### src/rtl/watch_ctrl_if.sv
// Bundle between the keypad/button front-end, the counter datapaths and the
// watch controller. The controller side uses the slave modport.
interface watch_ctrl_if;
    // Handshake: key_valid is a one-cycle strobe qualifying key_code and has no
    // ready; the controller samples every strobe. set_load, sw_clear and
    // entry_err are one-cycle strobes the receivers must take when high.
    logic        mode_btn;
    logic [3:0]  key_code;
    logic        key_valid;
    logic [23:0] cur_time;

    logic [1:0]  mode;
    logic        setting;
    logic [2:0]  edit_pos;
    logic [23:0] set_time;
    logic        set_load;
    logic        run_en;
    logic        sw_run;
    logic        sw_clear;
    logic [5:0]  digit_blank;
    logic        entry_err;
    logic [1:0]  state_dbg;

    modport master (
        output mode_btn, key_code, key_valid, cur_time,
        input  mode, setting, edit_pos, set_time, set_load, run_en,
               sw_run, sw_clear, digit_blank, entry_err, state_dbg
    );

    modport slave (
        input  mode_btn, key_code, key_valid, cur_time,
        output mode, setting, edit_pos, set_time, set_load, run_en,
               sw_run, sw_clear, digit_blank, entry_err, state_dbg
    );
endinterface

### src/rtl/watch_ctrl.sv
// Watch controller: mode FSM, keypad decode, digit-by-digit time entry with
// range checks, entry timeout and edit-digit blink.
module watch_ctrl #(
    parameter int CLK_HZ    = 1000,
    parameter int TIMEOUT_S = 10,
    parameter int BLINK_MS  = 250
) (
    input  logic       clk,
    input  logic       rst,
    watch_ctrl_if.slave bus
);
    localparam int TO_MAX    = TIMEOUT_S * CLK_HZ - 1;
    localparam int BLINK_CYC = BLINK_MS * CLK_HZ / 1000;
    localparam int TO_W      = $clog2(TO_MAX + 1);
    localparam int BL_W      = $clog2(BLINK_CYC + 1);
    localparam logic [3:0] KEY_STAR = 4'hE;
    localparam logic [3:0] KEY_HASH = 4'hF;

    typedef enum logic [1:0] {
        ST_CLOCK     = 2'd0,
        ST_ENTRY     = 2'd1,
        ST_CONFIRM   = 2'd2,
        ST_STOPWATCH = 2'd3
    } state_t;

    state_t          state;
    logic            btn_q;
    logic [TO_W-1:0] to_cnt;
    logic [BL_W-1:0] blink_cnt;
    logic            blink_on;

    logic        in_set;
    logic        btn_rise;
    logic        abort;
    logic [3:0]  digit_max;
    logic        digit_ok;
    logic [4:0]  nib_lsb;
    logic [23:0] written;
    logic [5:0]  pos_mask;

    assign bus.state_dbg = state;
    assign in_set   = (state == ST_ENTRY) || (state == ST_CONFIRM);
    assign btn_rise = bus.mode_btn & ~btn_q;
    // A mode edge always wins; the timeout only fires on a cycle with no key.
    assign abort    = in_set && (btn_rise ||
                      (!bus.key_valid && to_cnt == TO_W'(TO_MAX)));
    assign nib_lsb  = 5'd20 - {bus.edit_pos, 2'b00};
    assign pos_mask = 6'b100000 >> bus.edit_pos;

    always_comb begin
        digit_max = 4'd9;
        case (bus.edit_pos)
            3'd0:       digit_max = 4'd2;
            3'd1:       digit_max = (bus.set_time[23:20] < 4'd2) ? 4'd9 : 4'd3;
            3'd2, 3'd4: digit_max = 4'd5;
            default:    digit_max = 4'd9;
        endcase
        digit_ok = (bus.key_code <= 4'd9) && (bus.key_code <= digit_max);
    end

    // Buffer with the digit under edit replaced; an h_ten of 2 clamps h_one.
    always_comb begin
        written = (bus.set_time & ~(24'hF << nib_lsb)) |
                  ({20'd0, bus.key_code} << nib_lsb);
        if (bus.edit_pos == 3'd0 && bus.key_code == 4'd2 &&
            bus.set_time[19:16] > 4'd3)
            written[19:16] = 4'd3;
    end

    always_ff @(posedge clk or negedge rst) begin
        if (!rst) begin
            state           <= ST_CLOCK;
            btn_q           <= 1'b0;
            to_cnt          <= '0;
            blink_cnt       <= '0;
            blink_on        <= 1'b0;
            bus.mode        <= 2'b00;
            bus.setting     <= 1'b0;
            bus.edit_pos    <= 3'd0;
            bus.set_time    <= 24'd0;
            bus.set_load    <= 1'b0;
            bus.run_en      <= 1'b1;
            bus.sw_run      <= 1'b0;
            bus.sw_clear    <= 1'b0;
            bus.digit_blank <= 6'd0;
            bus.entry_err   <= 1'b0;
        end else begin
            btn_q         <= bus.mode_btn;
            bus.set_load  <= 1'b0;
            bus.sw_clear  <= 1'b0;
            bus.entry_err <= 1'b0;

            if (abort) begin
                state           <= ST_CLOCK;
                bus.mode        <= 2'b00;
                bus.setting     <= 1'b0;
                bus.run_en      <= 1'b1;
                bus.digit_blank <= 6'd0;
                to_cnt          <= '0;
                blink_cnt       <= '0;
                blink_on        <= 1'b0;
            end else if (btn_rise) begin
                if (state == ST_CLOCK) begin
                    state    <= ST_STOPWATCH;
                    bus.mode <= 2'b01;
                end else begin
                    state    <= ST_CLOCK;
                    bus.mode <= 2'b00;
                end
            end else if (bus.key_valid) begin
                to_cnt          <= '0;
                blink_cnt       <= '0;
                blink_on        <= 1'b0;
                bus.digit_blank <= 6'd0;
                case (state)
                    ST_CLOCK: begin
                        if (bus.key_code == KEY_STAR) begin
                            state        <= ST_ENTRY;
                            bus.setting  <= 1'b1;
                            bus.set_time <= bus.cur_time;
                            bus.edit_pos <= 3'd0;
                            bus.run_en   <= 1'b0;
                        end
                    end
                    ST_ENTRY: begin
                        if (bus.key_code <= 4'd9) begin
                            if (digit_ok) begin
                                bus.set_time <= written;
                                if (bus.edit_pos < 3'd5)
                                    bus.edit_pos <= bus.edit_pos + 3'd1;
                                else
                                    state <= ST_CONFIRM;
                            end else begin
                                bus.entry_err <= 1'b1;
                            end
                        end else if (bus.key_code == KEY_STAR) begin
                            if (bus.edit_pos != 3'd0)
                                bus.edit_pos <= bus.edit_pos - 3'd1;
                        end
                    end
                    ST_CONFIRM: begin
                        if (bus.key_code == KEY_HASH) begin
                            state        <= ST_CLOCK;
                            bus.setting  <= 1'b0;
                            bus.set_load <= 1'b1;
                            bus.run_en   <= 1'b1;
                        end else if (bus.key_code == KEY_STAR) begin
                            state        <= ST_ENTRY;
                            bus.edit_pos <= 3'd5;
                        end
                    end
                    ST_STOPWATCH: begin
                        if (bus.key_code == KEY_STAR) begin
                            bus.sw_run <= ~bus.sw_run;
                        end else if (bus.key_code == KEY_HASH) begin
                            bus.sw_clear <= 1'b1;
                            bus.sw_run   <= 1'b0;
                        end
                    end
                    default: state <= ST_CLOCK;
                endcase
            end else if (in_set) begin
                to_cnt <= to_cnt + TO_W'(1);
                if (blink_cnt == BL_W'(BLINK_CYC - 1)) begin
                    blink_cnt       <= '0;
                    blink_on        <= ~blink_on;
                    bus.digit_blank <= blink_on ? 6'd0 : pos_mask;
                end else begin
                    blink_cnt <= blink_cnt + BL_W'(1);
                end
            end
        end
    end
endmodule

### src/flat_wrapper.sv
// flat-port wrapper written by rule: the top's interface ports become plain ports
module watch_ctrl_flat 
#(
    parameter int CLK_HZ    = 1000,
    parameter int TIMEOUT_S = 10,
    parameter int BLINK_MS  = 250
)
  (clk, rst, bus_mode_btn, bus_key_code, bus_key_valid, bus_cur_time, bus_mode, bus_setting, bus_edit_pos, bus_set_time, bus_set_load, bus_run_en, bus_sw_run, bus_sw_clear, bus_digit_blank, bus_entry_err, bus_state_dbg);
  watch_ctrl_if bus_i ();
  input  logic clk;
  input  logic rst;
  input wire logic [$bits(bus_i.mode_btn)-1:0] bus_mode_btn;
  input wire logic [$bits(bus_i.key_code)-1:0] bus_key_code;
  input wire logic [$bits(bus_i.key_valid)-1:0] bus_key_valid;
  input wire logic [$bits(bus_i.cur_time)-1:0] bus_cur_time;
  output wire logic [$bits(bus_i.mode)-1:0] bus_mode;
  output wire logic [$bits(bus_i.setting)-1:0] bus_setting;
  output wire logic [$bits(bus_i.edit_pos)-1:0] bus_edit_pos;
  output wire logic [$bits(bus_i.set_time)-1:0] bus_set_time;
  output wire logic [$bits(bus_i.set_load)-1:0] bus_set_load;
  output wire logic [$bits(bus_i.run_en)-1:0] bus_run_en;
  output wire logic [$bits(bus_i.sw_run)-1:0] bus_sw_run;
  output wire logic [$bits(bus_i.sw_clear)-1:0] bus_sw_clear;
  output wire logic [$bits(bus_i.digit_blank)-1:0] bus_digit_blank;
  output wire logic [$bits(bus_i.entry_err)-1:0] bus_entry_err;
  output wire logic [$bits(bus_i.state_dbg)-1:0] bus_state_dbg;
  assign bus_i.mode_btn = bus_mode_btn;
  assign bus_i.key_code = bus_key_code;
  assign bus_i.key_valid = bus_key_valid;
  assign bus_i.cur_time = bus_cur_time;
  assign bus_mode = bus_i.mode;
  assign bus_setting = bus_i.setting;
  assign bus_edit_pos = bus_i.edit_pos;
  assign bus_set_time = bus_i.set_time;
  assign bus_set_load = bus_i.set_load;
  assign bus_run_en = bus_i.run_en;
  assign bus_sw_run = bus_i.sw_run;
  assign bus_sw_clear = bus_i.sw_clear;
  assign bus_digit_blank = bus_i.digit_blank;
  assign bus_entry_err = bus_i.entry_err;
  assign bus_state_dbg = bus_i.state_dbg;
  watch_ctrl #(.CLK_HZ(CLK_HZ), .TIMEOUT_S(TIMEOUT_S), .BLINK_MS(BLINK_MS)) u_core (.clk(clk), .rst(rst), .bus(bus_i));
endmodule
### config.mk
export PLATFORM = sky130hd
export DESIGN_NAME = watch_ctrl_flat
export DESIGN_NICKNAME = d
export VERILOG_FILES = /design/src/rtl/watch_ctrl_if.sv /design/src/rtl/watch_ctrl.sv /design/src/flat_wrapper.sv
export SDC_FILE = /design/constraint.sdc
export NUM_CORES = 1
export LEC_CHECK = 0
export ABC_AREA = 1
export CAP_MARGIN = 20
export CORE_UTILIZATION = 55
export DETAILED_ROUTE_END_ITERATION = 16
export GPL_ROUTABILITY_DRIVEN = 0
export GPL_TIMING_DRIVEN = 0
export PLACE_DENSITY = 0.83
export SLEW_MARGIN = 40
export SYNTH_ARGS = -nofsm -noshare
export SYNTH_HDL_FRONTEND = slang
export SYNTH_SLANG_ARGS = --single-unit
### constraint.sdc
create_clock -name clk -period 4.65 [get_ports clk]
set_clock_uncertainty 0.2 [all_clocks]
set_input_delay 0.465 -clock clk [delete_from_list [all_inputs] [get_ports clk]]
set_output_delay 0.465 -clock clk [all_outputs]
set_load 0.005 [all_outputs]
==> insert_results.sql, run 1 <==
INSERT INTO impl_metrics (metric_group, metric, value, unit) VALUES
('outcome', 'run_status', 'finished clean', ''),
('cells_and_area', 'diodes', '0', ''),
('synth', 'ys_types', '35', ''),
('cells_and_area', 'area_growth', '27.3', '%'),
('detailed_routing', 'detail_route.vias_per_cell', '5.46', ''),
('global_route', 'grt_pass1_wl', '18.0', 'mm'),
('detailed_routing', 'route.detailed.drc', '0', ''),
('power_and_ir_drop', 'switching_share', '41.1', '%'),
('critical_path', 'regToRegSetupSlack', '1.18', 'ns'),
('cts', 'tritoncts', 'yes', ''),
('detailed_routing', 'ant_nets', '0', ''),
('min_path', 'whs_endpoint', 'u_core.bus.sw_run', ''),
('cells_and_area', 'layout-drive-gt1-share', '6.81', '%'),
('detailed_routing', 'wl_cell', '14.2', 'um'),
('cts', 'clkLatencyLatePin', '0.35', 'ns'),
('detailed_routing', 'routed_wirelength', '10.6', 'mm'),
('critical_path', 'setup.worst_path.end_class', 'flop', ''),
('cts', 'ctsResizeCount', '0', ''),
('timing', 'holdWs', '0.302', 'ns'),
('die', 'core.rowCount', '30', ''),
('timing', 'final_critical_path_setup_slack', '1.18', 'ns'),
('min_path', 'worstHoldPathType', 'reg -> reg', ''),
('synth', 'ys_async_sr_fraction', '100', '%'),
('min_path', 'worstHoldPathCells', '1', ''),
('critical_path', 'worst-endpoint-arrival', '3.51', 'ns'),
('power_and_ir_drop', 'p_leak', '2.42', 'nW'),
('cells_and_area', 'fillcell_total', '543', ''),
('cts', 'clk_pin_slew', '0.07', 'ns'),
('global_route', 'grt_antenna_before_repair', '0', ''),
('detailed_routing', 'detail_route.iter0.violations', '262', ''),
('cells_and_area', 'final_net_count', '694', ''),
('synth', 'compound_gate_fraction_of_synth_area', '14.6', '%'),
('synth', 'synth_fa_ha_area_share', '6.48', '%'),
('critical_path', 'crit-reg2reg-capture', 'u_core.bus.set_time[18]', ''),
('global_route', 'groute.usage.overall', '30.4', '%'),
('cells_and_area', 'area_occupied_by_multi_input_gates', '2100', 'um2'),
('cells_and_area', 'finish.utilization', '74.4', '%'),
('global_route', 'grt_start_max_net_pins', '38', ''),
('timing', 'timing.setup.tns', '0', 'ns'),
('cts', 'clock_sinks', '66', ''),
('cts', 'clk_root_buffer_cell', 'sky130_fd_sc_hd__clkbuf_8', ''),
('synth', 'synth-seq-area-share', '40.7', '%'),
('timing', 'max_slew_margin', '61.3', '%'),
('cts', 'postCtsSetupRepairBufs', '0', ''),
('die', 'initial_core_util', '58.4', '%'),
('power_and_ir_drop', 'power_per_cell_area', '542', 'nW/um2'),
('timing', 'max_freq', '288', 'MHz'),
('die', 'chipWidth', '87.9', 'um'),
('place', 'dpl_worst_slack', '1.23', 'ns'),
('timing', 'rsz0062_at_grt', 'false', ''),
('place', 'post-dp-hpwl', '7.84', 'mm'),
('synth', 'synth_simple_gate_area_share', '28.5', '%'),
('synth', 'post_synth_inst_count', '555', ''),
('cells_and_area', 'seqCellArea', '1650', 'um2'),
('synth', 'yosys-mux-area-fraction', '0.247', '%'),
('power_and_ir_drop', 'vdd_ir_drop_max', '0.317', 'mV'),
('timing', 'worst_slew_pin_slew', '0.575', 'ns'),
('synth', 'synth-edff-count', '0', ''),
('cts', 'cts_max_level', '3', ''),
('synth', 'synth_xor_xnor_area_share', '1.94', '%'),
('global_route', 'first_global_vias', '3947', ''),
('global_route', 'overflow', '0', ''),
('die', 'chipHeight', '87.9', 'um'),
('power_and_ir_drop', 'power', '2.80', 'mW'),
('synth', 'synthesis.nets', '608', ''),
('timing', 'drv_slew', '0', ''),
('critical_path', 'regToRegStartpoint', 'u_core.bus.edit_pos[1]', ''),
('critical_path', 'timing.setup.critical_path_class', 'reg -> reg', ''),
('die', 'dieArea', '7720', 'um2'),
('min_path', 'hold_path.startpoint', 'u_core.bus.sw_run', ''),
('synth', 'syn_avg_cell_area', '7.31', 'um2');
area by class of cell:
type | instances | area share [%]
buffer | 14 | 1.41
clock buffer | 12 | 3.00
clock inverter | 4 | 1.43
inverter | 61 | 4.43
multi-input combinational | 414 | 40.7
sequential | 66 | 32.0
tap | 96 | 2.33
timing repair buffer | 75 | 14.7
worst max-delay path: stages, from the launching register on:
cell and delay, ns:
sky130_fd_sc_hd__dfrtp_1 0.52, sky130_fd_sc_hd__inv_2 0.24, sky130_fd_sc_hd__ha_1 0.35, sky130_fd_sc_hd__ha_1 0.33, sky130_fd_sc_hd__inv_1 0.11, sky130_fd_sc_hd__a31oi_1 0.20
sky130_fd_sc_hd__ha_1 0.27, sky130_fd_sc_hd__nand2_1 0.09, sky130_fd_sc_hd__o21bai_1 0.10, sky130_fd_sc_hd__nand2_1 0.10, sky130_fd_sc_hd__nand2_1 0.11, sky130_fd_sc_hd__nand2_1 0.06
sky130_fd_sc_hd__nand2_1 0.09, sky130_fd_sc_hd__nand2_1 0.11, sky130_fd_sc_hd__buf_2 0.21, sky130_fd_sc_hd__o21ai_0 0.19, sky130_fd_sc_hd__nand2_1 0.06
Yosys cell counts, types with 2 or more instances:
master,count,area [um2]
sky130_fd_sc_hd__a21oi_1,24,120
sky130_fd_sc_hd__a22o_1,2,17.5
sky130_fd_sc_hd__a31oi_1,6,37.5
sky130_fd_sc_hd__buf_2,4,20.0
sky130_fd_sc_hd__buf_4,2,15.0
sky130_fd_sc_hd__clkbuf_1,7,26.3
sky130_fd_sc_hd__clkinv_1,2,7.51
sky130_fd_sc_hd__dfrtp_1,65,1630
sky130_fd_sc_hd__ha_1,21,263
sky130_fd_sc_hd__inv_1,53,199
sky130_fd_sc_hd__inv_2,6,22.5
sky130_fd_sc_hd__nand2_1,151,567
sky130_fd_sc_hd__nand2_2,3,18.8
sky130_fd_sc_hd__nand3_1,33,165
sky130_fd_sc_hd__nand4_1,6,37.5
sky130_fd_sc_hd__nor2_1,61,229
sky130_fd_sc_hd__nor2_4,4,45.0
sky130_fd_sc_hd__nor3_1,9,45.0
sky130_fd_sc_hd__o21ai_0,66,330
sky130_fd_sc_hd__o22ai_1,4,25.0
sky130_fd_sc_hd__o31ai_1,3,22.5
sky130_fd_sc_hd__or2_2,2,12.5
sky130_fd_sc_hd__xor2_1,9,78.8
state kept, by name (all words and copies together) (netlist names):
register	count
u_core.bus.state_dbg	2
u_core.bus.sw_run	1
u_core.to_cnt	14
u_core.bus.set_load	1
u_core.bus.mode	1
u_core.bus.digit_blank	6
u_core.blink_cnt	8
u_core.bus.set_time	24
u_core.bus.setting	1
u_core.bus.run_en	1
u_core.bus.sw_clear	1
u_core.blink_on	1
u_core.bus.edit_pos	3
u_core.bus.entry_err	1
u_core.btn_q	1
through the flow:
stage	area [um2]	std cells
floorplan	4060	555
global placement	4910	724
detailed placement	4930	725
CTS	5160	742
global route	5160	742
finish	5160	742
worst max path at each step:
stage | from | endpoint | depth (start not counted)
after floorplan | u_core.bus.edit_pos[1] | u_core.bus.set_time[18] | 16
after global placement | rst | u_core.bus.set_time[6] | 1
final | u_core.bus.edit_pos[1] | u_core.bus.set_time[18] | 16
after global routing | u_core.bus.edit_pos[1] | u_core.bus.set_time[19] | 16
after CTS | u_core.bus.edit_pos[1] | u_core.bus.set_time[18] | 16
after detailed placement | u_core.bus.edit_pos[1] | u_core.bus.set_time[18] | 16
timing repair:
action,in CTS,in global routing
endpoints found under the setup margin,0,0
hold endpoints to repair,29,0
hold buffers,1,0
per-layer routing:
metal	GRT usage (%)	routed length, um	share of wire (%)
met5	0	0	0
met3	6.03	612	5.8
met4	12.8	259	2.5
met1	38.2	4410	42
met2	51.2	5280	50
power groups by stage:
stage	Clock (mW)	Sequential, mW	Combinational (mW)
detailed placement	0	0.886	1.34
finish	0.563	0.886	1.35
global route	0.594	0.907	1.51
floorplan	0	0.870	0.792
global placement	0	0.884	1.29
CTS	0.566	0.881	1.35
cells in the final DEF, fill, tap and decap left out, types with 2 or more instances in the layout:
cell                                n
sky130_fd_sc_hd__ha_1              21
sky130_fd_sc_hd__nand2_1          151
sky130_fd_sc_hd__nor2_1            61
sky130_fd_sc_hd__clkbuf_8          11
sky130_fd_sc_hd__o21ai_0           66
sky130_fd_sc_hd__clkinv_1           2
sky130_fd_sc_hd__inv_1             53
sky130_fd_sc_hd__buf_4              3
sky130_fd_sc_hd__clkbuf_1           8
sky130_fd_sc_hd__nand4_1            6
sky130_fd_sc_hd__o31ai_1            3
sky130_fd_sc_hd__or2_2              2
sky130_fd_sc_hd__a22o_1             2
sky130_fd_sc_hd__clkdlybuf4s50_1   72
sky130_fd_sc_hd__a31oi_1            6
sky130_fd_sc_hd__a21oi_1           24
sky130_fd_sc_hd__o22ai_1            4
sky130_fd_sc_hd__nor2_4             4
sky130_fd_sc_hd__bufinv_16          2
sky130_fd_sc_hd__inv_2              6
sky130_fd_sc_hd__nand3_1           33
sky130_fd_sc_hd__nand2_2            3
sky130_fd_sc_hd__xor2_1             9
sky130_fd_sc_hd__dfrtp_1           65
sky130_fd_sc_hd__nor3_1             9
sky130_fd_sc_hd__buf_2              4
kinds of logic after synthesis:
group,after synthesis
AOI/OAI and AO/OA,109
other,1
adders and majority gates,21
and+or+nand+nor,273
xor gates and xnor gates,9
buffers and inverters,75
muxes,1
DFF,66
(Power assumes the default switching activity.)
==> run 2, diff against run 1 <==
CORE_UTILIZATION = 53   (was 55)
PLACE_DENSITY = 0.81   (was 0.83)
clock period = 3.28 ns   (was 4.65 ns; I/O delays follow)
==> run 2 against run 1 <==
  * Worst setup slack got worse by 1.0 ns
  * Total power up 38%
  * Via count up 1.4%
  * Critical path depth grew 2
  * First-iteration DRC count grew 3.8%
  * Largest power group unchanged
  * Critical endpoint is now u_core.bus.set_time[19]
  * Maximum frequency rose by 12%
  * Wire length up 2.3%
  * Sequential share of layout area is essentially flat
==> insert_results.sql, run 2 (same netlist as run 1, synthesis figures left out) <==
INSERT INTO impl_metrics (metric_group, metric, value, unit) VALUES
('outcome', 'run_status', 'finished clean', ''),
('timing', 'drv_slew', '0', ''),
('global_route', 'overflow', '0', ''),
('die', 'chipWidth', '89.5', 'um'),
('cells_and_area', 'most_common_cell_after_layout_fill_and_taps_aside', 'sky130_fd_sc_hd__nand2_1', ''),
('cells_and_area', 'diodes', '0', ''),
('power_and_ir_drop', 'share_comb_of_total_power', '50.7', '%'),
('min_path', 'worstHoldPathType', 'in -> async', ''),
('die', 'num_io_pins', '75', ''),
('cells_and_area', 'final_cell_mix', '151 x sky130_fd_sc_hd__nand2_1, 72 x sky130_fd_sc_hd__clkdlybuf4s50_1, 65 x sky130_fd_sc_hd__o21ai_0, 63 x sky130_fd_sc_hd__dfrtp_1, 60 x sky130_fd_sc_hd__nor2_1', ''),
('power_and_ir_drop', 'vdd_ir_drop_max', '0.473', 'mV'),
('timing', 'rsz0062_at_grt', 'false', ''),
('cts', 'clock_tree.buffer_depth', '2', ''),
('power_and_ir_drop', 'power', '3.87', 'mW'),
('critical_path', 'path_common_cell', 'sky130_fd_sc_hd__nand2_1', ''),
('detailed_routing', 'detailroute.via_count', '4105', ''),
('die', 'initial_core_util', '55.4', '%'),
('detailed_routing', 'detail_route.iter0.violations', '272', ''),
('cts', 'clock_sinks', '66', ''),
('cells_and_area', 'area_growth', '27.5', '%'),
('place', 'numPortBuffers', '73', ''),
('timing', 'max_slew_margin', '56.6', '%'),
('critical_path', 'path_max_fanout', '12', ''),
('critical_path', 'worst_path_dominant_cell_family', 'simple AND/OR/NAND/NOR gates', ''),
('critical_path', 'regToRegSetupSlack', '0.18', 'ns'),
('detailed_routing', 'routed_wirelength', '10.8', 'mm'),
('timing', 'max_freq', '323', 'MHz'),
('cells_and_area', 'regMostFlops', 'u_core.bus.set_time', ''),
('critical_path', 'crit_path_from', 'u_core.bus.edit_pos[1]', ''),
('cts', 'tritoncts', 'yes', ''),
('cts', 'cts_made_buffers', '9', ''),
('cells_and_area', 'area_occupied_by_multi_input_gates', '2130', 'um2'),
('cells_and_area', 'finish.utilization', '70.6', '%'),
('critical_path', 'setup.worst_path.end_class', 'flop', ''),
('cts', 'clk_root_buffer_cell', 'sky130_fd_sc_hd__clkbuf_8', ''),
('cts', 'cts_max_level', '3', ''),
('detailed_routing', 'wl_cell', '14.5', 'um'),
('detailed_routing', 'ant_nets', '0', ''),
('cells_and_area', 'layout-drive-gt1-share', '8.33', '%'),
('critical_path', 'timing.setup.critical_path_class', 'reg -> reg', ''),
('timing', 'final_min_period_over_clock_period', '94.4', '%'),
('global_route', 'grt_antenna_before_repair', '0', ''),
('global_route', 'grt_pass1_wl', '17.4', 'mm'),
('cells_and_area', 'final_net_count', '696', ''),
('cells_and_area', 'seqCellArea', '1660', 'um2'),
('power_and_ir_drop', 'switching_share', '42.3', '%'),
('power_and_ir_drop', 'power.share.clock', '17.0', '%'),
('power_and_ir_drop', 'cellInternalPower', '2.23', 'mW'),
('cells_and_area', 'largestRegisters', 'u_core.bus.set_time: 24 flops, u_core.to_cnt: 14 flops, u_core.blink_cnt: 8 flops', ''),
('cells_and_area', 'fillcell_total', '621', ''),
('detailed_routing', 'detail_route.vias_per_cell', '5.50', ''),
('global_route', 'groute.usage.overall', '28.5', '%'),
('die', 'dieArea', '8010', 'um2'),
('critical_path', 'crit-reg2reg-capture', 'u_core.bus.set_time[19]', ''),
('critical_path', 'path_cells', 'inv_6, ha_2, inv_1, nor2_2, inv_1, nor2_1, a31oi_1, ha_1, nand2_1, o21bai_1, nand2_1, nand2_1, nand2_1, nand2_1, nand2_1, clkbuf_4, o21ai_0, nand2_1', ''),
('flow_run', 'number_of_max_cap_violations', '0', ''),
('timing', 'setup_violations', '0', ''),
('power_and_ir_drop', 'p_leak', '2.41', 'nW'),
('place', 'post-dp-hpwl', '8.07', 'mm'),
('global_route', 'first_global_vias', '3922', ''),
('critical_path', 'start_kind', 'flop', ''),
('timing', 'worst_slew_pin_slew', '0.646', 'ns'),
('power_and_ir_drop', 'total_switching_power', '1.64', 'mW'),
('global_route', 'grt_start_max_net_pins', '40', ''),
('critical_path', 'worst-endpoint-arrival', '3.14', 'ns'),
('critical_path', 'critical_path_required', '3.32', 'ns'),
('die', 'chipHeight', '89.5', 'um'),
('place', 'placed_cells', '728', ''),
('die', 'design.core.area', '7330', 'um2'),
('critical_path', 'reg2regPathDepth', '18', ''),
('critical_path', 'crit_path_top_delay_cell', 'sky130_fd_sc_hd__dfrtp_2', ''),
('cells_and_area', 'final_cell_count_no_fill', '747', ''),
('power_and_ir_drop', 'power_frac_seq', '32.2', '%'),
('power_and_ir_drop', 'power_per_cell_area', '748', 'nW/um2'),
('detailed_routing', 'route.detailed.drc', '0', ''),
('die', 'core.rowCount', '31', ''),
('critical_path', 'crit_buf_inv', '4', ''),
('critical_path', 'regToRegStartpoint', 'u_core.bus.edit_pos[1]', ''),
('critical_path', 'critPathMaxStageDelay', '0.47', 'ns'),
('cts', 'clk_pin_slew', '0.07', 'ns'),
('timing', 'post-route-min-period', '3.10', 'ns'),
('cts', 'clkLatencyLatePin', '0.36', 'ns'),
('detailed_routing', 'drt-pass1-iter-count', '5', ''),
('cells_and_area', 'largest_register_ffs', '24', ''),
('timing', 'timing_hold_violations_final', '0', '');
-- run 2: cell types whose count changed in the layout (fill, tap and decap cells not counted), moves of 2 or more --
cell                        before  now
sky130_fd_sc_hd__buf_4           3    5
sky130_fd_sc_hd__bufinv_16       2    0
sky130_fd_sc_hd__dfrtp_1        65   63
sky130_fd_sc_hd__dfrtp_2         0    2
sky130_fd_sc_hd__ha_1           21   18
sky130_fd_sc_hd__ha_2            0    2
-- run 2: routing by layer --
layer	wire length, um	track usage [%]
met5	0	0
met3	586	4.52
met1	4470	33.9
met4	358	15.2
met2	5380	49.8
-- run 2: how the worst max path moves through the flow --
stage | endpoint | slack, ns | cells past startpoint
4_1_cts | u_core.bus.set_time[18] | 0.05 | 18
6_report | u_core.bus.set_time[19] | 0.18 | 18
5_1_grt | u_core.bus.set_time[19] | 0.002 | 18
3_5_place_dp | u_core.bus.set_time[2] | -0.12 | 17
3_3_place_gp | u_core.bus.set_time[0] | -0.50 | 1
2_1_floorplan | u_core.bus.set_time[18] | 0.49 | 16
-- run 2: final cells by class --
type,instances,share of cell area (%)
Buffer,14,1.47
Clock inverter,2,0.242
Clock buffer,14,3.34
Timing Repair Buffer,77,14.9
Inverter,61,4.52
Sequential cell,66,32.0
Multi-Input combinational cell,414,41.1
Tap cell,99,2.39
-- run 2: power by group through the flow --
| stage | combinational (mW) | sequential [mW] | clock, mW |
|---|---|---|---|
| floorplan | 1.12 | 1.23 | 0 |
| global route | 2.18 | 1.27 | 0.691 |
| CTS | 1.91 | 1.25 | 0.663 |
| detailed placement | 1.89 | 1.26 | 0 |
| global placement | 1.82 | 1.25 | 0 |
| finish | 1.96 | 1.25 | 0.659 |
-- run 2: per-stage QoR --
| step | area, um2 | setup TNS [ns] | hold WS [ns] | worst slack [ns] |
|---|---|---|---|---|
| CTS | 5130 | 0 | 0.311 | 0.0497 |
| global placement | 4910 | -32.46 | 0.287 | -0.502 |
| global route | 5170 | 0 | 0.327 | 0.00243 |
| detailed placement | 4930 | -1.91 | 0.148 | -0.123 |
| finish | 5170 | 0 | 0.278 | 0.183 |
| floorplan | 4060 | 0 | -0.168 | 0.495 |
-- run 2: what timing repair did --
| action | CTS | global route |
|---|---|---|
| pin swaps | 0 | 0 |
| gates resized for setup | 4 | 10 |
| setup endpoints to repair | 24 | 24 |
| buffers inserted | 0 | 2 |
| hold buffers | 1 | 0 |
| endpoints found under the hold margin | 38 | 0 |
==> run 3, diff against run 2 <==
TNS_END_PERCENT = 30   (was unset)
==> results of run 3 <==
Same layout as run 2: the final DEF is identical, and so are final timing and power.
==> RTL change 1 (config.mk and constraints of run 2) <==
`CLK_HZ` is set to 1000 in 2 places; all go to 250.
--- a/src/rtl/watch_ctrl.sv
+++ b/src/rtl/watch_ctrl.sv
@@ -1,7 +1,7 @@
 // Watch controller: mode FSM, keypad decode, digit-by-digit time entry with
 // range checks, entry timeout and edit-digit blink.
 module watch_ctrl #(
-    parameter int CLK_HZ    = 1000,
+    parameter int CLK_HZ    = 250,
     parameter int TIMEOUT_S = 10,
     parameter int BLINK_MS  = 250
 ) (
--- a/src/flat_wrapper.sv
+++ b/src/flat_wrapper.sv
@@ -1,7 +1,7 @@
 // flat-port wrapper written by rule: the top's interface ports become plain ports
 module watch_ctrl_flat 
 #(
-    parameter int CLK_HZ    = 1000,
+    parameter int CLK_HZ    = 250,
     parameter int TIMEOUT_S = 10,
     parameter int BLINK_MS  = 250
 )
Check against the original RTL: same outputs for any inputs over 4 cycles, from zero or initial values and one cycle with rst low; that may be too few to reach the edited logic, so the function may still have changed.
==> RTL change 1 against run 2 <==
Cell area down 3.6%; global-route usage up 0.30 points; die area down 4.9%; setup slack better by 87 ps; area after synthesis down 5.0%; combinational power up 2%; total power up 2.5%; fmax up 2.9%; synthesized cell count down 7.9%; sequential cell count down 4; routed wire length down 6.4%; first-iteration DRC count down 39%; largest power group unchanged.
==> RTL change 1: results (changes against run 2) <==
[route]
wl_met2_mm = 4.860  ; -9.6%
wirelength_mm = 10.11  ; -6.4%
drtPass1Iterations = 5  ; unchanged
highest_layer = met4
drtIter0Drc = 167  ; -39%
routedLengthMet1_mm = 4.391  ; -1.9%
route.detailed.drc = 0  ; unchanged
vias = 3751  ; -8.6%
route.met3.wl_um = 645  ; +10%

[setup_path]
r2r_setup_slack_ps = 270  ; +90 ps
reg2reg_depth = 13  ; -5
crit_arrival_ps = 3050  ; -90 ps
cp-end-kind = flip-flop
crit_start = u_core.bus.edit_pos[1]$_DFFE_PN0P_
r2r-end = u_core.bus.set_time[15]$_DFFE_PN0P_
cp_max_fo = 10  ; -2

[finish]
fillers = 580  ; -6.6%
num_antenna_cells = 0  ; unchanged
layout-drive-gt1-share_pct = 11.26  ; +2.9 points
top_regs = u_core.bus.set_time (24), u_core.to_cnt (12)
nets = 652  ; -6.3%

[power_and_ir_drop]
worst_ir_drop_vdd_v = 0.0004258  ; -9.9%
finalPower_mw = 3.968  ; +2.5%
p_per_area_mw_per_mm2 = 795.7  ; +6.4%
p_leak_nw = 2.295  ; -4.7%

[min_path]
min_path_type = in -> async

[global_route]
grt_max_degree = 37  ; -7.5%
grt_pass1_vias = 3686  ; -6.0%
grt-ovfl-total = 0  ; unchanged
antenna_found_initial = 0  ; unchanged
grt_pass1_wl_mm = 16.96  ; -2.4%
track_usage_pct = 28.85  ; +0.30 points

[sta]
worst_hold_slack_ps = 242.0  ; -36.12 ps
period_needed_ps = 3010  ; -86.84 ps
hold_viol = 0  ; unchanged

[synthesis]
synth_cell_type_count = 39  ; +11%
yosysWarnings = 0  ; unchanged
synth-async-reset-ratio_pct = 100.0  ; unchanged
ys_seq_area_share_pct = 40.29  ; -0.44 points
netlist_top_cells_area = dfrtp_1 40%, nand2_1 13%, o21ai_0 7.3%
syn_nets = 564  ; -7.2%
synth_common_cells = 130 x nand2_1, 61 x dfrtp_1, 56 x o21ai_0, 50 x nor2_1, 47 x inv_1

[status]
status = finished, final reports clean

[clock_tree]
clk_pin_slew_worst_paths_ps = 80
cts_made_buffers = 9  ; unchanged
clock_latency_ps = 360  ; about the same
clockRootBuffer = clkbuf_8
clockBufferDepth = 2  ; unchanged
htreeDepth = 3  ; unchanged

[place]
port_buffers = 73  ; unchanged
place.detailed.hpwl_mm = 7.660  ; -5.1%
place_ws_ps = -278.9  ; -155.6 ps

==> RTL change 1: cell count changes in the layout (fill, tap and decap cells not counted), sizes merged, moves of 3 or more <==
cell | before | now
nand2 | 155 | 135
inv | 59 | 49
nor2 | 65 | 56
o21ai | 66 | 75
clkbuf | 22 | 15
a21oi | 26 | 31
a31oi | 6 | 1
buf | 10 | 15
dfrtp | 65 | 61
nand4 | 6 | 2
xor2 | 9 | 6
==> RTL change 1: cells by family after synthesis <==
logic type                 share of synthesized area, %
muxes                                            0.2598
other                                           0.09731
and+or+nand+nor                                   25.62
buffers and inverters                             7.759
xor gates and xnor gates                          1.591
adders and majority gates                         6.818
AOI/OAI and AO/OA                                 17.57
DFF                                               40.29
==> RTL change 1: timing repair <==
item | 4_1_cts | 5_1_grt
hold buffers | 1 | 0
setup endpoints to repair | 29 | 29
resized for setup | 2 | 4
setup buffers | 0 | 3
hold endpoints to repair | 26 | 0
==> RTL change 1: worst max-delay path, stage by stage (launching register included) <==
cell        delay (ps)
dfrtp_2            510
clkinvlp_4         140
ha_2               260
ha_2               260
inv_1               70
a31oi_1            180
ha_1               280
a21oi_1            140
o21ai_0            130
a21oi_1            140
nand2_1            120
clkbuf_2           200
o21ai_0            180
o21ai_1             80
==> RTL change 1: per-stage QoR <==
step / instance area (sq um) / utilization (%) / std cells
final: 4987 / 72.21 / 700
after global routing: 4987 / 72.21 / 700
after CTS: 4955 / 71.74 / 697
after detailed placement: 4722 / 68.37 / 681
after global placement: 4705 / 68.12 / 680
after floorplan: 3854 / - / 511
==> RTL change 1: where the power goes <==
group | internal, mW | switching [mW] | total [mW] | leakage (nW)
Sequential | 0.997 | 0.205 | 1.20 | 0.812
Clock | 0.430 | 0.332 | 0.762 | 0.106
Combinational | 0.888 | 1.12 | 2.00 | 1.38
==> RTL change 1: final cells by class <==
type                    instances  area [sq um]  area share (%)
plain buffers                  16         107.6           2.158
inverters                      50         191.4           3.838
flip-flops and latches         62          1554           31.16
well taps                      96         120.1           2.408
clock inverters                 7         97.59           1.957
clock buffers                   9         123.9           2.484
repair buffers                 78         780.7           15.65
multi-input cells             382          2012           40.34
==> RTL change 1: routing by layer <==
metal	up-vias	GRT usage, %
li1	1842	-
met1	1750	36.53
met2	137	48.51
met3	22	5.308
met4	0	11.92
met5	-	0
==> RTL change 2 (flow settings as in run 2) <==
Without the edit above. Make the reset (`rst`) synchronous in one clocked block.
--- a/src/rtl/watch_ctrl.sv
+++ b/src/rtl/watch_ctrl.sv
@@ -67,7 +67,7 @@
             written[19:16] = 4'd3;
     end
 
-    always_ff @(posedge clk or negedge rst) begin
+    always_ff @(posedge clk) begin
         if (!rst) begin
             state           <= ST_CLOCK;
             btn_q           <= 1'b0;
Formal check against the unedited RTL: differs if rst is asserted again (counterexample within 4 cycles, from zero or initial values and one cycle with rst low); with rst held inactive, the same outputs for 4 cycles.
==> RTL change 2 against run 2 <==
The flow now finishes with violations (design-rule violations); area after synthesis shrank 2.8%; first-iteration DRC count shrank 13%; count of clock-buffer cells in the layout shrank 3; sequential cell count is the same; largest cell class unchanged; setup slack gained 55 ps; routed wire length grew 2.4%; total power shrank 25%; critical path depth shrank 2; sequential power shrank 22%; highest routed layer is now met5; die area shrank 2.8%; cell area shrank 3.2%; global-route usage grew 0.076 points; core utilization shrank 1.2 points.
==> RTL change 2: results (changes against run 2) <==
[global_route]
met3_usage_pct = 4.851  ; +0.33 points
grt_pass1_wl_mm = 17.37  ; about the same
grt_util_met2_pct = 48.88  ; -0.88 points
grt_pass1_vias = 3836  ; -2.2%
grt_max_degree = 17  ; -57%
track_usage_pct = 28.62  ; +0.076 points
met1_usage_pct = 35.90  ; +2.0 points

[route]
route.detailed.drc = 2  ; +2
wirelength_mm = 11.05  ; +2.4%
highest_layer = met5
routedLengthMet1_mm = 4.770  ; +6.6%
drtPass1Iterations = 11  ; +6
drtIter0Drc = 238  ; -13%
routed_via_density = 5.491  ; about the same
wl_per_cell_um = 14.28  ; -1.2%
route.met3.wl_um = 752  ; +28%
wl_met2_mm = 5.198  ; -3.3%

[synthesis]
ys_seq_area_share_pct = 33.50  ; -7.2 points
netlist_top_cells_area = dfxtp_1 34%, nand2_1 12%, nor2_1 9.4%
syn_nets = 642  ; +5.6%
yosysWarnings = 0  ; unchanged
synthCells = 589  ; +6.1%
synth_cell_type_count = 40  ; +14%
synth-async-reset-ratio_pct = 0  ; -100 points
synth_common_cells = 131 x nand2_1, 99 x nor2_1, 66 x dfxtp_1, 57 x a21oi_1

[min_path]
hold_depth = 2
min_path_type = reg -> reg
holdCritStartpoint = u_core.bus.mode[0]$_SDFFE_PP0P_
worstHoldEndpoint = u_core.bus.mode[0]$_SDFFE_PP0P_

[setup_path]
crit_arrival_ps = 3090  ; -50 ps
cp_max_fo = 16  ; +4
cp_slowest_stage_delay_ps = 380  ; -90 ps
crit_end = u_core.bus.edit_pos[2]$_SDFFE_PN0P_
crit_slowest_cell = dfxtp_2
crit_start = u_core.bus.edit_pos[0]$_SDFFE_PN0P_
reg2reg_depth = 16  ; -2

[finish]
top_regs = u_core.bus.set_time (24), u_core.to_cnt (14), u_core.blink_cnt (8)
layout-drive-gt1-share_pct = 9.037  ; +0.70 points
nets = 725  ; +4.2%
fillers = 638  ; +2.7%

[place]
dp_cells = 761  ; +4.5%
place.detailed.hpwl_mm = 8.359  ; +3.5%
place_area_sq_mm = 0.004798  ; -2.7%
place_ws_ps = -266.8  ; -143.5 ps

[sta]
worst_pin_slew_ps = 515.5  ; -130.7 ps
worst_hold_slack_ps = 262.4  ; -15.76 ps
clock.fmax_mhz = 328.6  ; +1.8%

[power_and_ir_drop]
p_leak_nw = 2.084  ; -13%
worst_ir_drop_vdd_v = 0.0003645  ; -23%
power_frac_comb_pct = 42.4  ; -8.3 points
seqPwrFrac_pct = 33.5  ; +1.3 points
swShare_pct = 39.29  ; -3.0 points

[clock_tree]
clock_latency_ps = 350

[status]
status = complete, but fails checks
violations = design-rule violations

RTL change 2: changes by cell type after synthesis, moves of 8 or more:
cell and delta:
nand2_1 -20, nor2_1 +38, nand3_1 +12, a21oi_1 +33
inv_1 -8, dfxtp_1 +66, o21ai_0 -39, dfrtp_1 -65
RTL change 2: critical path, delay by kind of cell, from the launching register on:
| kind | cells | cell delay, ps |
|---|---|---|
| and+or+nand+nor | 8 | 890 |
| adders and majority gates | 3 | 820 |
| DFF | 1 | 380 |
| buffers and inverters | 3 | 330 |
| AOI/OAI and AO/OA | 2 | 320 |
RTL change 2: final cells by class:
class	count	area [sq um]	area share (%)
plain buffers	19	132.6	2.649
clock buffers	11	151.4	3.023
clock inverters	3	40.04	0.7996
inverters	51	195.2	3.898
multi-input cells	451	2302	45.98
flip-flops and latches	66	1324	26.44
well taps	99	123.9	2.474
repair buffers	74	738.2	14.74
RTL change 2: kinds of logic (layout without fill, tap and decap cells):
group | count (synthesis) | in the layout | synth area share, %
and+or+nand+nor | 315 | 315 | 35.12
AOI/OAI and AO/OA | 106 | 106 | 14.66
buffers and inverters | 72 | 158 | 8.185
adders and majority gates | 21 | 21 | 6.662
other | 1 | 1 | 0.09509
xor gates and xnor gates | 8 | 8 | 1.777
DFF | 66 | 66 | 33.50
RTL change 2: timing repair:
action | CTS | global route
endpoints found under the hold margin | 0 | 0
hold buffers | 0 | 0
buffers inserted | 1 | 0
resized for setup | 3 | 7
setup endpoints to repair | 29 | 28
RTL change 2: stage by stage:
step	util, %	total power, mW
4_1_cts	69.25	2.862
3_3_place_gp	66.51	2.132
5_1_grt	69.41	3.061
6_report	69.41	2.898
2_1_floorplan	-	1.752
3_5_place_dp	66.51	2.170
